--- src/rtl/uart_rx_fifo.sv ---
// Receive buffer behind the UART receiver: stages one frame, commits 12-bit entries
// into a show-ahead FIFO, and produces overrun, threshold and character-timeout status.
module uart_rx_fifo #(
  parameter int AW   = 4,
  parameter int TO_W = 16
) (
  input  logic            clk,
  input  logic            rstn,
  input  logic            rx_en,
  input  logic            fifo_clr,
  input  logic            rx_vld_p,
  input  logic [7:0]      rx_byte,
  input  logic            rx_parity,
  input  logic            parity_err_p,
  input  logic            stop_err_p,
  input  logic            noise_p,
  input  logic [2:0]      rx_state,
  input  logic            rd_pop,
  input  logic            ovr_clr,
  input  logic [AW:0]     rx_thresh,
  input  logic [TO_W-1:0] timeout_val,
  output logic [7:0]      rd_data,
  output logic            rd_parity,
  output logic            rd_perr,
  output logic            rd_ferr,
  output logic            rd_nerr,
  output logic            empty,
  output logic            full,
  output logic [AW:0]     level,
  output logic            overrun,
  output logic            thresh_irq,
  output logic            timeout_irq
);

  localparam int DEPTH = 2 ** AW;
  localparam logic [AW:0] FULL_LVL = {1'b1, {AW{1'b0}}};
  localparam logic [2:0]  ST_IDLE  = 3'd0;
  localparam logic [2:0]  ST_STOP  = 3'd4;

  function automatic logic [TO_W-1:0] sat_inc(input logic [TO_W-1:0] v);
    return (&v) ? v : v + 1'b1;
  endfunction

  logic [2:0]      rx_state_p1;
  logic            pending;
  logic [7:0]      stg_byte;
  logic            stg_perr, stg_ferr, stg_nerr;
  logic            commit, pop_eff, wr_en, ovr_set, to_run;
  logic [11:0]     entry;
  logic [11:0]     mem [DEPTH];
  logic [AW-1:0]   wr_ptr, rd_ptr;
  logic [TO_W-1:0] to_cnt;

  assign empty   = (level == '0);
  assign full    = (level == FULL_LVL);
  assign commit  = pending && rx_en && !fifo_clr &&
                   (rx_state_p1 == ST_STOP) && (rx_state == ST_IDLE);
  assign pop_eff = rd_pop && !empty && !fifo_clr;
  assign wr_en   = commit && (!full || pop_eff);
  assign ovr_set = commit && full && !pop_eff;
  assign to_run  = !empty && (rx_state == ST_IDLE);
  // Same-cycle error pulses belong to the frame being committed
  assign entry   = {stg_nerr | noise_p, stg_ferr | stop_err_p, stg_perr | parity_err_p,
                    rx_parity, stg_byte};

  // Stage p0: frame staging
  always_ff @(posedge clk or negedge rstn) begin
    if (!rstn) begin
      rx_state_p1 <= ST_IDLE;
      pending     <= 1'b0;
      stg_byte    <= '0;
      stg_perr    <= 1'b0;
      stg_ferr    <= 1'b0;
      stg_nerr    <= 1'b0;
    end else begin
      rx_state_p1 <= rx_state;
      if (fifo_clr || !rx_en) begin
        pending <= 1'b0;
      end else if (rx_vld_p) begin
        pending  <= 1'b1;
        stg_byte <= rx_byte;
        stg_perr <= 1'b0;
        stg_ferr <= 1'b0;
        stg_nerr <= 1'b0;
      end else if (commit) begin
        pending <= 1'b0;
      end else if (pending) begin
        stg_perr <= stg_perr | parity_err_p;
        stg_ferr <= stg_ferr | stop_err_p;
        stg_nerr <= stg_nerr | noise_p;
      end
    end
  end

  // Stage p1: FIFO storage and pointers
  always_ff @(posedge clk) begin
    if (wr_en) mem[wr_ptr] <= entry;
  end

  always_ff @(posedge clk or negedge rstn) begin
    if (!rstn) begin
      wr_ptr  <= '0;
      rd_ptr  <= '0;
      level   <= '0;
      overrun <= 1'b0;
    end else if (fifo_clr) begin
      wr_ptr  <= '0;
      rd_ptr  <= '0;
      level   <= '0;
      overrun <= 1'b0;
    end else begin
      if (wr_en)   wr_ptr <= wr_ptr + 1'b1;
      if (pop_eff) rd_ptr <= rd_ptr + 1'b1;
      if (wr_en && !pop_eff)      level <= level + 1'b1;
      else if (pop_eff && !wr_en) level <= level - 1'b1;
      if (ovr_set)      overrun <= 1'b1;
      else if (ovr_clr) overrun <= 1'b0;
    end
  end

  assign {rd_nerr, rd_ferr, rd_perr, rd_parity, rd_data} = mem[rd_ptr];

  // Stage p2: status
  always_ff @(posedge clk or negedge rstn) begin
    if (!rstn) begin
      thresh_irq  <= 1'b0;
      to_cnt      <= '0;
      timeout_irq <= 1'b0;
    end else begin
      thresh_irq <= (rx_thresh != '0) && (level >= rx_thresh);
      if (fifo_clr || commit || pop_eff || !to_run) to_cnt <= '0;
      else                                          to_cnt <= sat_inc(to_cnt);
      if (fifo_clr || commit || pop_eff)
        timeout_irq <= 1'b0;
      else if (to_run && (timeout_val != '0) && (to_cnt == timeout_val - 1'b1))
        timeout_irq <= 1'b1;
    end
  end

endmodule

--- config.mk ---
export PLATFORM = sky130hd
export DESIGN_NAME = uart_rx_fifo
export DESIGN_NICKNAME = d
export VERILOG_FILES = /design/src/rtl/uart_rx_fifo.sv
export SDC_FILE = /design/constraint.sdc
export NUM_CORES = 1
export LEC_CHECK = 0
export CAP_MARGIN = 10
export CORE_AREA = 2 2 145 218
export DETAILED_ROUTE_END_ITERATION = 16
export DIE_AREA = 0 0 147 220
export GPL_TIMING_DRIVEN = 1
export PLACE_DENSITY = 0.48
export RECOVER_POWER = 25
export SYNTH_ARGS = -nofsm -noshare
export SYNTH_HDL_FRONTEND = slang
export SYNTH_SLANG_ARGS = --single-unit
export TNS_END_PERCENT = 100
--- constraint.sdc ---
create_clock -name clk -period 6.6 [get_ports clk]
set_input_delay 0.66 -clock clk [delete_from_list [all_inputs] [get_ports clk]]
set_output_delay 0.66 -clock clk [all_outputs]
set_load 0.005 [all_outputs]
==> summary.txt <==
CTS tree = yes
Top-level I/O count = 65
Initial antenna violation count = 0
Root Driver = clkbuf_16
Cell variety after synth = 54
Cell area after synthesis = 0.0105 mm²
Post-synth top area share = 0.549
FP Rows = 79
Crit-path cells = buf_4 > mux2_2 > o21ai_0 > a21oi_1 > o21ai_0 > nand2_1 > clkdlybuf4s50_1
Most frequent CP cell = o21ai_0
Core area = 0.0306 mm²
Final setup viols = 0
Final hold vios = 0
Synth area leaders = edfxtp_1, dfrtp_1, mux4_2
Die Area = 0.0323 mm²
Fin nets = 823
EDFF count, synth = 192
Drt drc = 0
Number of global-route vias before repair = 6372
Worst setup EP type = output pin
Slew margin rel. = -0.777
CP top delay family = buffers and inverters
Mapped Avg Cell Area = 15.1 µm²
Period utilisation layout = 0.648
Initial cell density of the core = 0.343
Dominant cell type by area after synthesis = edfxtp_1
Critical-path top delay cell = dfrtp_4
Pwr Density = 310 mW/mm²
GRT overflow = 0
RSZ-0062 raised after global routing = no
Largest net degree at the start of global routing = 48
Yosys warns = 0
Worst VDD drop = 0.148 mV
Htree depth = 1
Post-detail-place hpwl = 16.4 mm
Max Clock Skew = 15.2 ps
First-pass detailed-route iteration total = 4
Synth Instances = 694
Shortest period the worst path allows = 4280 ps
Drt initial violations = 352
Synthesized flop and latch total = 239
Hold WC Path Type = register to register
Most used DFF post-synth = edfxtp_1
CTS Hold Bufs = 0
Status = complete, but fails checks
First-pass GRT wire length = 37.4 mm
Vias = 5995
Leakage power = 4.22 nW
DRT Wirelength = 24.0 mm
Failing checks = max-capacitance violations, max-slew violations
Tightest Pin Transition = 2670 ps
Diodes inserted = 0
Hold WS = 496 ps
Resized cells post-CTS = 0
Async SR Flop Fraction = 0.197
Setup_tns = 0 ps
Die H = 220 µm
Max-slew violations = 48
Top-count cell post-synth = edfxtp_1
Mapped Nets = 755
Crit path DAT = 3620 ps
Max_cap viols = 1
Clock Path Buffers = 3
Worst Setup Start Kind = register
Fmax = 234 MHz
Seq/Total Area, Yosys = 0.661
Clk pin slew, worst setup/hold paths = 60 ps
Crit-path max cell delay = 870 ps
Clock Latency Late Sink = 510 ps
WL/cell = 20.3 µm
Port Buffers = 64
Post CTS Setup Buffer Count = 0
Critical Path Fanout Max = 39
Via/cell ratio = 5.07
Detail Route Antenna Nets = 0
Critical path type = register to output pin
# clock sinks = 239
GRT Util Overall = 0.150
Num CTS Buffers = 23
Share of cells above drive strength 1 = 0.144
Gp weighted congestion = 0.869
WP buf/inv = 2
Die W = 147 µm
Most common library cells after synthesis = edfxtp_1, dfrtp_1, nor2_1
Area grow syn2layout = 17.9%
CP Data Required Time = 5940 ps
-- final cells by class --
type,instances,area [µm²]
inverter,19,71.3
multi-input combinational,407,3390
clock buffer,26,587
fill,2879,18300
tap,405,507
clock inverter,15,184
sequential,239,6950
timing repair buffer,72,692
-- where the power goes --
group	switching [mW]	leakage, nW	internal (mW)
clock network	0.558	0.383	0.800
logic	0.272	1.49	0.369
registers	0.132	2.35	1.70
-- sequential cells by signal, summed over array words and instances (netlist names), 3 cells and up --
| signal | count |
|---|---|
| level | 5 |
| mem | 192 |
| rd_ptr | 4 |
| rx_state_p1 | 3 |
| stg_byte | 8 |
| to_cnt | 16 |
| wr_ptr | 4 |
-- kinds of logic (layout without fill, tap and decap cells) --
logic type      Yosys count  after routing  share of synthesized area
mux                      86             86                      0.115
flops                   239            239                      0.661
xor+xnor                 46             46                     0.0384
fa+ha+maj                18             18                     0.0222
buf+inv                  48            132                     0.0185
simple gates            165            165                     0.0852
compound gates           92             92                     0.0597
-- metrics by stage --
step | std cells | instance area [µm²] | setup slack [ps] | power (mW) | util
floorplan | 694 | 10500 | 3370 | 2.25 | -
global placement | 1142 | 11600 | 2380 | 2.50 | 0.379
detailed placement | 1142 | 11600 | 2270 | 2.52 | 0.379
CTS | 1183 | 12400 | 2250 | 3.89 | 0.404
global route | 1183 | 12400 | 2090 | 4.00 | 0.404
finish | 1183 | 12400 | 2320 | 3.83 | 0.404
-- worst register-to-register path, stage by stage (launching register included) --
cell	delay, ps
dfrtp_1	480
nor4_2	490
and2_1	250
nand2b_1	140
o21ai_0	240
fa_1	510
a21o_1	190
a21oi_1	220
nand3b_1	120
o31ai_2	100
xnor2_1	150
nor2_1	50
-- worst paths after layout --
| path | slack (ps) | cells after the start | startpoint | end |
|---|---|---|---|---|
| max in group asynchronous | 3630 | 2 | rstn | rd_ptr[0]$_DFFE_PN0P_ |
| min in group asynchronous | 1090 | 2 | rstn | to_cnt[9]$_DFFE_PN0P_ |
| setup / recovery | 2320 | 7 | rd_ptr[0]$_DFFE_PN0P_ | rd_data[6] |
| setup reg to reg | 3520 | 11 | level[0]$_DFFE_PN0P_ | level[4]$_DFFE_PN0P_ |
| hold reg to reg | 500 | 2 | stg_nerr$_DFFE_PN0P_ | stg_nerr$_DFFE_PN0P_ |
| hold / removal | 500 | 2 | stg_nerr$_DFFE_PN0P_ | stg_nerr$_DFFE_PN0P_ |
-- cell usage in the layout, fill, tap and decap left out, drive strengths merged, types with 5 or more instances in the layout --
master | Yosys | layout
nand2b | 5 | 5
nand4 | 9 | 9
and3 | 5 | 5
ha | 17 | 17
inv | 19 | 20
clkbuf | 17 | 27
nor4 | 13 | 13
nand2 | 30 | 30
clkdlybuf4s50 | 0 | 60
xnor2 | 24 | 24
mux2i | 40 | 40
and2 | 7 | 7
a21oi | 21 | 21
a22oi | 12 | 12
xor2 | 22 | 22
nor3 | 10 | 10
mux2 | 22 | 22
mux4 | 24 | 24
edfxtp | 192 | 192
clkinv | 0 | 10
nand3 | 15 | 15
o21ai | 30 | 30
a221oi | 12 | 12
nor2b | 7 | 7
buf | 12 | 8
dfrtp | 47 | 47
nor2 | 45 | 45
-- metal layers --
metal,part of all wire,GRT usage
met1,0.40,0.173
met2,0.55,0.290
met4,0.018,0.0420
met3,0.033,0.0184
met5,0,0
Note: power is estimated with default switching activity, not from simulation.
